File: config.mk
export PLATFORM = sky130hd
export DESIGN_NAME = cordic_polar2rect
export DESIGN_NICKNAME = d
export VERILOG_FILES = /design/src/rtl/cordic_polar2rect.sv
export SDC_FILE = /design/constraint.sdc
export NUM_CORES = 1
export LEC_CHECK = 0
export BUFFER_PORTS_ARGS = -buffer_cell sky130_fd_sc_hd__buf_2
export CORE_UTILIZATION = 69
export CTS_BUF_LIST = sky130_fd_sc_hd__clkbuf_8 sky130_fd_sc_hd__clkbuf_16
export CTS_CLUSTER_DIAMETER = 40
export DETAILED_ROUTE_END_ITERATION = 8
export GPL_ROUTABILITY_DRIVEN = 0
export PLACE_DENSITY = 0.88
export SETUP_SLACK_MARGIN = 0.5
export SYNTH_ARGS = -nofsm -noshare
export SYNTH_HDL_FRONTEND = slang
export SYNTH_SLANG_ARGS = --single-unit
File: constraint.sdc
create_clock -name aclk -period 8.6 [get_ports aclk]
set_clock_uncertainty 0.15 [all_clocks]
set_input_delay 1.72 -clock aclk [delete_from_list [all_inputs] [get_ports aclk]]
set_output_delay 1.72 -clock aclk [all_outputs]
set_load 0.1 [all_outputs]
File: src/rtl/cordic_polar2rect.sv
// Polar-to-rectangular converter built on an iterative CORDIC rotator.
// One sample is in flight at a time: it is accepted in IDLE, rotated one
// micro-step per cycle in ROTATE, then held in DONE until downstream takes it.
//
// Handshake: on both streams a transfer happens on a rising edge where
// tvalid and tready are both high. The source holds tvalid/tdata until that
// edge; tready never waits on tvalid on either side, and areset overrides
// any transfer at the same edge.
module cordic_polar2rect #(
    parameter int ITER = 8  // micro-rotations per sample, usable range 6..12
) (
    input  logic        aclk,
    input  logic        areset,
    input  logic        s_axis_polar_tvalid,
    output logic        s_axis_polar_tready,
    input  logic [15:0] s_axis_polar_tdata,
    output logic        m_axis_dout_tvalid,
    input  logic        m_axis_dout_tready,
    output logic [15:0] m_axis_dout_tdata,
    output logic [1:0]  o_dbg_state
);

    typedef enum logic [1:0] {
        S_IDLE   = 2'd0,
        S_ROTATE = 2'd1,
        S_DONE   = 2'd2
    } state_t;

    // Index of the last micro-rotation; the counter is 4 bits wide for ITER <= 12.
    localparam logic [3:0] LAST_ITER = 4'(ITER - 1);

    // pi/2 in the internal angle format (3 integer bits, 13 fraction bits).
    localparam logic signed [15:0] HALF_PI = 16'sd12868;

    // Phase limits in input codes (3.5 format): +/-100 is about +/-3.125 rad.
    localparam logic signed [7:0] PHASE_MAX = 8'sd100;
    localparam logic signed [7:0] PHASE_MIN = -8'sd100;

    // Codes beyond +/-50 lie outside the CORDIC convergence band and are
    // folded back by a quarter turn before the micro-rotations start.
    localparam logic signed [7:0] QUAD_HI = 8'sd50;
    localparam logic signed [7:0] QUAD_LO = -8'sd50;

    // ------------------------------------------------------------------
    // State and datapath registers
    // ------------------------------------------------------------------
    state_t             r_state;
    state_t             w_state_next;
    logic [3:0]         r_iter;
    logic signed [15:0] r_x;
    logic signed [15:0] r_y;
    logic signed [15:0] r_z;
    logic [15:0]        r_dout;

    // ------------------------------------------------------------------
    // Combinational nets
    // ------------------------------------------------------------------
    logic               w_accept;
    logic               w_last;
    logic signed [7:0]  w_phase_in;
    logic signed [7:0]  w_mag_in;
    logic signed [7:0]  w_phase_clamp;
    logic signed [15:0] w_z_in;
    logic signed [15:0] w_mag_ext;
    logic signed [15:0] w_m;
    logic signed [15:0] w_x0;
    logic signed [15:0] w_y0;
    logic signed [15:0] w_z0;
    logic signed [15:0] w_x_sh;
    logic signed [15:0] w_y_sh;
    logic signed [15:0] w_atan;
    logic signed [15:0] w_x_next;
    logic signed [15:0] w_y_next;
    logic signed [15:0] w_z_next;
    logic [7:0]         w_x_out;
    logic [7:0]         w_y_out;

    // ------------------------------------------------------------------
    // atan(2^-i) rounded to the internal angle format (13 fraction bits).
    // ------------------------------------------------------------------
    function automatic logic signed [15:0] atan_lut(input logic [3:0] idx);
        logic signed [15:0] v;
        case (idx)
            4'd0:    v = 16'sd6434;
            4'd1:    v = 16'sd3798;
            4'd2:    v = 16'sd2007;
            4'd3:    v = 16'sd1019;
            4'd4:    v = 16'sd511;
            4'd5:    v = 16'sd256;
            4'd6:    v = 16'sd128;
            4'd7:    v = 16'sd64;
            4'd8:    v = 16'sd32;
            4'd9:    v = 16'sd16;
            4'd10:   v = 16'sd8;
            4'd11:   v = 16'sd4;
            default: v = 16'sd0;
        endcase
        return v;
    endfunction

    // ------------------------------------------------------------------
    // Drop 8 fraction bits with round-half-up, saturating at the top.
    // Adding a positive bias can only overflow upwards, so the negative
    // limit 8'h80 is reached naturally and needs no clamp.
    // ------------------------------------------------------------------
    function automatic logic [7:0] round_sat(input logic signed [15:0] v);
        logic [16:0] s;
        logic [7:0]  r;
        s = {v[15], v} + 17'd128;
        if (s[16:15] == 2'b01) begin
            r = 8'h7F;
        end else begin
            r = s[15:8];
        end
        return r;
    endfunction

    assign w_phase_in = s_axis_polar_tdata[15:8];
    assign w_mag_in   = s_axis_polar_tdata[7:0];
    assign w_accept   = s_axis_polar_tvalid && s_axis_polar_tready;
    assign w_last     = (r_state == S_ROTATE) && (r_iter == LAST_ITER);

    assign m_axis_dout_tdata = r_dout;
    assign o_dbg_state       = r_state;

    // State register; reset wins over every handshake at the same edge.
    always_ff @(posedge aclk) begin
        if (areset) begin
            r_state <= S_IDLE;
        end else begin
            r_state <= w_state_next;
        end
    end

    // Next-state decode and handshake outputs.
    always_comb begin
        w_state_next        = r_state;
        s_axis_polar_tready = 1'b0;
        m_axis_dout_tvalid  = 1'b0;
        case (r_state)
            S_IDLE: begin
                s_axis_polar_tready = !areset;
                if (s_axis_polar_tvalid) begin
                    w_state_next = S_ROTATE;
                end
            end
            S_ROTATE: begin
                if (r_iter == LAST_ITER) begin
                    w_state_next = S_DONE;
                end
            end
            S_DONE: begin
                m_axis_dout_tvalid = 1'b1;
                if (m_axis_dout_tready) begin
                    w_state_next = S_IDLE;
                end
            end
            default: begin
                w_state_next = S_IDLE;
            end
        endcase
    end

    // Limit the incoming phase to +/-100 codes and widen it to the angle format.
    always_comb begin
        w_phase_clamp = w_phase_in;
        if (w_phase_in > PHASE_MAX) begin
            w_phase_clamp = PHASE_MAX;
        end else if (w_phase_in < PHASE_MIN) begin
            w_phase_clamp = PHASE_MIN;
        end
        w_z_in = {w_phase_clamp, 8'h00};
    end

    // Pre-scale the magnitude by ~1/K (0.607422) with shifts and adds so the
    // rotator gain is cancelled up front.
    always_comb begin
        w_mag_ext = {w_mag_in, 8'h00};
        w_m = (w_mag_ext >>> 1) + (w_mag_ext >>> 3)
            - (w_mag_ext >>> 6) - (w_mag_ext >>> 9);
    end

    // Quarter-turn pre-rotation keeps the residual angle inside the
    // convergence band of the micro-rotations.
    always_comb begin
        w_x0 = w_m;
        w_y0 = 16'sd0;
        w_z0 = w_z_in;
        if (w_phase_clamp > QUAD_HI) begin
            w_x0 = 16'sd0;
            w_y0 = w_m;
            w_z0 = w_z_in - HALF_PI;
        end else if (w_phase_clamp < QUAD_LO) begin
            w_x0 = 16'sd0;
            w_y0 = -w_m;
            w_z0 = w_z_in + HALF_PI;
        end
    end

    // One micro-rotation: turn towards zero residual angle.
    always_comb begin
        w_x_sh = r_x >>> r_iter;
        w_y_sh = r_y >>> r_iter;
        w_atan = atan_lut(r_iter);
        if (!r_z[15]) begin
            w_x_next = r_x - w_y_sh;
            w_y_next = r_y + w_x_sh;
            w_z_next = r_z - w_atan;
        end else begin
            w_x_next = r_x + w_y_sh;
            w_y_next = r_y - w_x_sh;
            w_z_next = r_z + w_atan;
        end
    end

    // Output format conversion of the final micro-rotation result.
    always_comb begin
        w_x_out = round_sat(w_x_next);
        w_y_out = round_sat(w_y_next);
    end

    // Datapath: load on accept, rotate while in ROTATE, capture the result
    // on the last iteration so it is visible the same edge DONE is entered.
    always_ff @(posedge aclk) begin
        if (areset) begin
            r_iter <= 4'd0;
            r_x    <= 16'sd0;
            r_y    <= 16'sd0;
            r_z    <= 16'sd0;
            r_dout <= 16'h0000;
        end else if (w_accept) begin
            r_iter <= 4'd0;
            r_x    <= w_x0;
            r_y    <= w_y0;
            r_z    <= w_z0;
        end else if (r_state == S_ROTATE) begin
            r_x <= w_x_next;
            r_y <= w_y_next;
            r_z <= w_z_next;
            if (w_last) begin
                r_iter <= 4'd0;
                r_dout <= {w_y_out, w_x_out};
            end else begin
                r_iter <= r_iter + 4'd1;
            end
        end
    end

endmodule
Word level (Yosys, flattened, before mapping)
Memory sizes are Yosys's and may differ from the RTL's. A register that Yosys moved wholly into a read port is not among the register bits.
Cells that the tools add are included.
{"block": "totals", "reg_bits": 70, "mem_bits_ro": 208, "inputBits": 20, "out_inout_bits": 20, "elab_cells": 73, "mem_count": 1}
{"block": "op_classes", "addsub": 15, "n_lt_le_gt_ge": 4, "eq_ne": 8, "shift": 2, "muxes": 28, "n_bitwise": 1, "reduce_logical": 8}
{"memory": "(no name shown)", "words": 16, "word_bits": 13, "read_ports": 1, "rd_clocked_by_memory_dff": 1, "wr": 0, "line_no": "83", "text": "case (idx)"}
{"op": "$mux W16", "n": 15}
{"op": "$add A16 B16 Y16", "n": 3}
{"op": "$sub A16 B16 Y16", "n": 3}
{"op": "$add A16 B9 Y17 const B", "n": 2}
{"op": "$mux W8", "n": 4}
{"op": "$sshr A16 B4 Y16", "n": 2}
{"op": "$add A15 B13 Y16", "n": 1}
{"op": "$add A16 B15 Y16 const B", "n": 1}
{"op": "$neg A16 Y16", "n": 1}
{"op": "$sub A16 B10 Y16", "n": 1}
{"op": "$sub A16 B15 Y16 const B", "n": 1}
{"op": "$sub A16 B7 Y16", "n": 1}
{"op": "$mux W4", "n": 3}
{"op": "$gt A8 B7 Y1 const B", "n": 1}
{"op": "$gt A8 B8 Y1 const B", "n": 1}
{"op": "$lt A8 B7 Y1 const B", "n": 1}
{"op": "$lt A8 B8 Y1 const B", "n": 1}
{"op": "$eq A2 B1 Y1 const B", "n": 3}
{"op": "$mux W2", "n": 3}
{"op": "$pmux W2 S3", "n": 1}
{"op": "$reduce_and A3 Y1", "n": 2}
{"op": "$add A4 B1 Y4 const B", "n": 1}
{"op": "$eq A4 B3 Y1 const B", "n": 1}
{"op": "$ne A2 B2 Y1 const B", "n": 2}
{"op": "9 further kinds", "n": 11}

Depth between registers and ports, before layout
{"block": "depth", "ltp_word": 7, "ltp_mapped": 23, "ltp_nobuf": 21}

Worst setup path after synthesis
OpenSTA, ideal clock, no wires.
{"block": "synth_path", "path_type": "input -> output", "startpoint": "input areset", "endpoint": "output s_axis_polar_tready", "arrival_ns": 4.198, "required_ns": 6.730, "path_slack_ns": 2.532, "stages": 4, "path_cell_list": "clkbuf_1 > clkbuf_8 > clkbuf_8 > nor3_1"}
{"block": "synth_via", "elab_chain_cells": 2}
{"item": "from (decl)", "line_no": "13", "text": "input logic areset,"}
{"item": "$logic_not A1 Y1", "line_no": "142", "text": "s_axis_polar_tready = !areset;"}
{"item": "$mux W1", "line_no": "140", "text": "case (r_state)"}
{"item": "to (decl)", "line_no": "15", "text": "output logic s_axis_polar_tready,"}
Every way passes these cells.

Final worst setup path
{"block": "layout_path", "startpoint": "register r_iter[0]", "endpoint": "register r_dout[8] (netlist: m_axis_dout_tdata[8])"}
{"block": "layout_via", "elab_chain_cells": 6, "word_cells_on_any_way": 10, "classes_between": "3 x add/sub; 2 x eq/ne; 1 x shift; 2 x mux; 2 x reduce/logical"}
{"item": "from (decl)", "line_no": "49", "text": "logic [3:0] r_iter;"}
{"item": "from (signal assigned)", "line_no": "244", "text": "r_iter <= r_iter + 4'd1;"}
{"item": "$sshr A16 B4 Y16", "line_no": "202", "text": "w_x_sh = r_x >>> r_iter;"}
{"item": "$add A16 B16 Y16 or $sub A16 B16 Y16 (tied branches)", "line_no": "207, 211"}
{"item": "$mux W16", "line_no": "205", "text": "if (!r_z[15]) begin"}
{"item": "$add A16 B9 Y17", "line_no": "109", "text": "s = {v[15], v} + 17'd128;"}
{"item": "$eq A2 B1 Y1", "line_no": "110", "text": "if (s[16:15] == 2'b01) begin"}
{"item": "$mux W8", "line_no": "110"}
{"item": "to (signal assigned)", "line_no": "242", "text": "r_dout <= {w_y_out, w_x_out};"}
{"item": "to (decl)", "line_no": "53", "text": "logic [15:0] r_dout;"}
Parallel ways exist; a longest one is shown, timed or not.
A chain may end at the register's enable or synchronous reset.

==> reports/metrics.yaml <==
sta:
  tightest_slew_ps: 1310
  slew_headroom_pct: 11.9
  maxSlewViolCount: 0
  fin_crit_ps: 6200
  finalSetupViolCount: 0
  finalHoldViolations: 0
  tns_ps: 0
  fmax_mhz: 161
  final.setup.worst_slack_ps: 2400
  period_share_pct: 72.1
  rsz0062_at_grt: "no"
synthesis:
  ys_types: 89
  synth-edff-count: 0
  synth.ff_latch_count: 83
  ys.flop_type: "dfxtp_1"
  seq_area_frac_synth_pct: 16.6
  async_reset_ff_share_pct: 0
  synthCells: 1278
  syn_nets: 1398
  avgSynthCellArea_sq_um: 7.83
  ys_warn_count: 0
  netlist_area_sq_um: 10000
critical_path:
  crit_buf_inv: 0
  cp-end-kind: "register"
  critPathLaunchType: "register"
  path_class: "register to register"
  cpMaxStageDelayCell: "dfxtp_2"
  crit_chain: "mux4_1 -> mux4_2 -> a211o_1 -> nor3_2 -> and3_2 -> a21oi_1 -> xor2_1 -> ha_1 -> a2111oi_0 -> nor2b_1 -> a21oi_1 -> o21ai_0 -> xor2_1 -> and4b_2 -> mux2_4 -> a21oi_4 -> a211oi_2"
  cp.arrival_ps: 6250
  critical_path_peak_fanout: 41
  cp_top_family: "compound AO/OA/AOI/OAI gates"
  slowest_delay_ps: 1020
  required_ps: 8650
route:
  drt-met1-wl_microns: 10800
  vias: 10052
  dr.max_layer_used: "met4"
  routedWlPerCell_microns: 19.6
  drtPass1Iterations: 6
  dr_wl_met3_microns: 3110
  drt_iter0_drc: 1350
  drcViolationCount: 0
  finalWirelength_microns: 28700
  drtAntennaViolNets: 0
  dr_wl_met2_microns: 13100
  routed_via_density: 6.87
power:
  sequentialPowerShare_pct: 18.2
  internal_power_w: 0.00141
  pwr-share-comb_pct: 68.4
  swShare_pct: 50.8
  p_leak_nw: 4.30
  p_clk_share_pct: 13.4
  p_sw_w: 0.00145
  ir_worst_vdd_uv: 186
  powerDensity_nw_per_um2: 272
grt:
  grt-ovfl-total: 0
  gr-usage-all-layers_pct: 38.9
  grt_pass1_vias: 9280
  grt_start_max_net_pins: 69
  grt_antenna_before_repair: 0
  grt_pass1_wl_microns: 45800
finish:
  layout_commonest_cell: "nor2_1"
  area_delta_synth_final_pct: 4.66
  fin_cells: 1464
  fillCellCount: 1049
  drive_gt1_share_pct: 11.3
  design_area_sq_um: 10500
  diodes: 0
  layout_common_cells: "nor2_1 (157), a21oi_1 (121), nand2_1 (114)"
  final_nets: 1399
cts:
  clkLatencyLatePin_ps: 360
  clockBufferDepth: 2
  clk_pin_slew_ps: 70
  cts_buffers: 9
  cts-resized-gates: 0
  h-tree-depth: 3
  cts_num_sinks: 83
  cts_root_buf: "clkbuf_16"
  cts_hold_buf: 0
  cts_tree: "built"
  cts_setup_buffers: 0
placement:
  placed_cells: 1448
  pre_cts_slack_ps: 2470
  dpl-instance-area_sq_um: 10200
  place_hpwl_microns: 21100
  port_buffers: 39
floorplanning:
  pin_count: 40
  start_util_pct: 71.3
  die_y_microns: 122
  dieArea_sq_um: 15000
  die_w_microns: 122
  core.rowCount: 43
  core_area_sq_um: 14000
job:
  cap_violations: 0
status:
  status: "completed"
hold_path:
  hp-class: "register to register"
worst paths after layout:
| check | depth (start not counted) | startpoint | endpoint | slack (ps) |
|---|---|---|---|---|
| max | 17 | r_iter[0]$_SDFFE_PP0P_ | m_axis_dout_tdata[8]$_SDFFE_PP0P_ | 2400 |
| min | 2 | m_axis_dout_tdata[7]$_SDFFE_PP0P_ | m_axis_dout_tdata[7]$_SDFFE_PP0P_ | 310 |
| max reg2reg | 17 | r_iter[0]$_SDFFE_PP0P_ | m_axis_dout_tdata[8]$_SDFFE_PP0P_ | 2400 |
| min reg2reg | 2 | m_axis_dout_tdata[7]$_SDFFE_PP0P_ | m_axis_dout_tdata[7]$_SDFFE_PP0P_ | 310 |
power by group through the flow:
stage	registers [W]	clock network, W	logic [W]
3_5_place_dp	0.000518	0	0.00189
5_1_grt	0.000519	0.000400	0.00213
3_3_place_gp	0.000515	0	0.00185
2_1_floorplan	0.000477	0	0.00150
6_report	0.000519	0.000383	0.00195
4_1_cts	0.000511	0.000383	0.00191
worst register-to-register path, stage by stage (launching register included):
cell	delay (ps)
dfxtp_2	1020
mux4_1	710
mux4_2	500
a211o_1	280
nor3_2	210
and3_2	250
a21oi_1	80
xor2_1	170
ha_1	330
a2111oi_0	510
nor2b_1	220
a21oi_1	70
o21ai_0	140
xor2_1	400
and4b_2	300
mux2_4	290
a21oi_4	310
a211oi_2	120
cell usage after synthesis, drive strengths merged (7+ instances only):
cell type / n / area share (%)
and2: 7 / 0.44
o221ai: 9 / 0.79
nand2: 114 / 4.3
ha: 87 / 11
mux2: 17 / 1.9
a22oi: 9 / 0.67
and3: 8 / 0.59
inv: 67 / 2.5
a21o: 14 / 1.0
a221oi: 12 / 1.0
nor3: 44 / 2.3
a31oi: 20 / 1.4
buf: 13 / 0.85
xor2: 48 / 4.2
clkbuf: 47 / 2.5
a211oi: 40 / 3.3
nand2b: 16 / 1.0
o22ai: 7 / 0.44
a21oi: 123 / 6.3
o21ai: 73 / 3.6
nand3: 19 / 0.95
nor2: 157 / 5.9
xnor2: 61 / 5.5
nor2b: 15 / 0.94
fa: 13 / 2.6
mux2i: 20 / 2.0
dfxtp: 83 / 17
nor4: 7 / 0.44
o21a: 10 / 0.76
mux4: 29 / 6.7
sequential cells by signal (all words and copies together) (netlist names):
register	flops
m_axis_dout_tdata	16
o_dbg_state	2
r_iter	4
r_x	16
r_y	16
r_z	16
w_atan	13
cell type report:
type,count,area [sq um],share of cell area (%)
flip-flops and latches,83,1660,15.9
inverters,68,255,2.44
clock inverters,7,61.3,0.585
clock buffers,9,225,2.15
well taps,180,225,2.15
repair buffers,50,278,2.65
multi-input cells,1067,7770,74.2
kinds of logic after synthesis:
kind of cell    Yosys count  synth area share (%)
mux                      66                  10.7
xor+xnor                109                  9.69
fa+ha+maj               100                  13.5
compound gates          375                  24.6
buf+inv                 128                  5.86
flops                    83                  16.6
simple gates            417                  19.1
through the flow:
stage	total power, W	hold WS [ps]	util, %
after global routing	0.00305	337	74.6
after detailed placement	0.00241	299	72.6
after floorplan	0.00198	302	-
final	0.00285	310	74.6
after global placement	0.00236	294	72.6
after CTS	0.00281	309	74.6
routing by layer:
metal,vias up,GRT usage (%)
met5,-,0
met4,0,20.8
met3,152,8.78
met2,635,63.4
met1,4613,47.8
li1,4652,-
No activity file was read; power rests on OpenSTA's default activity.
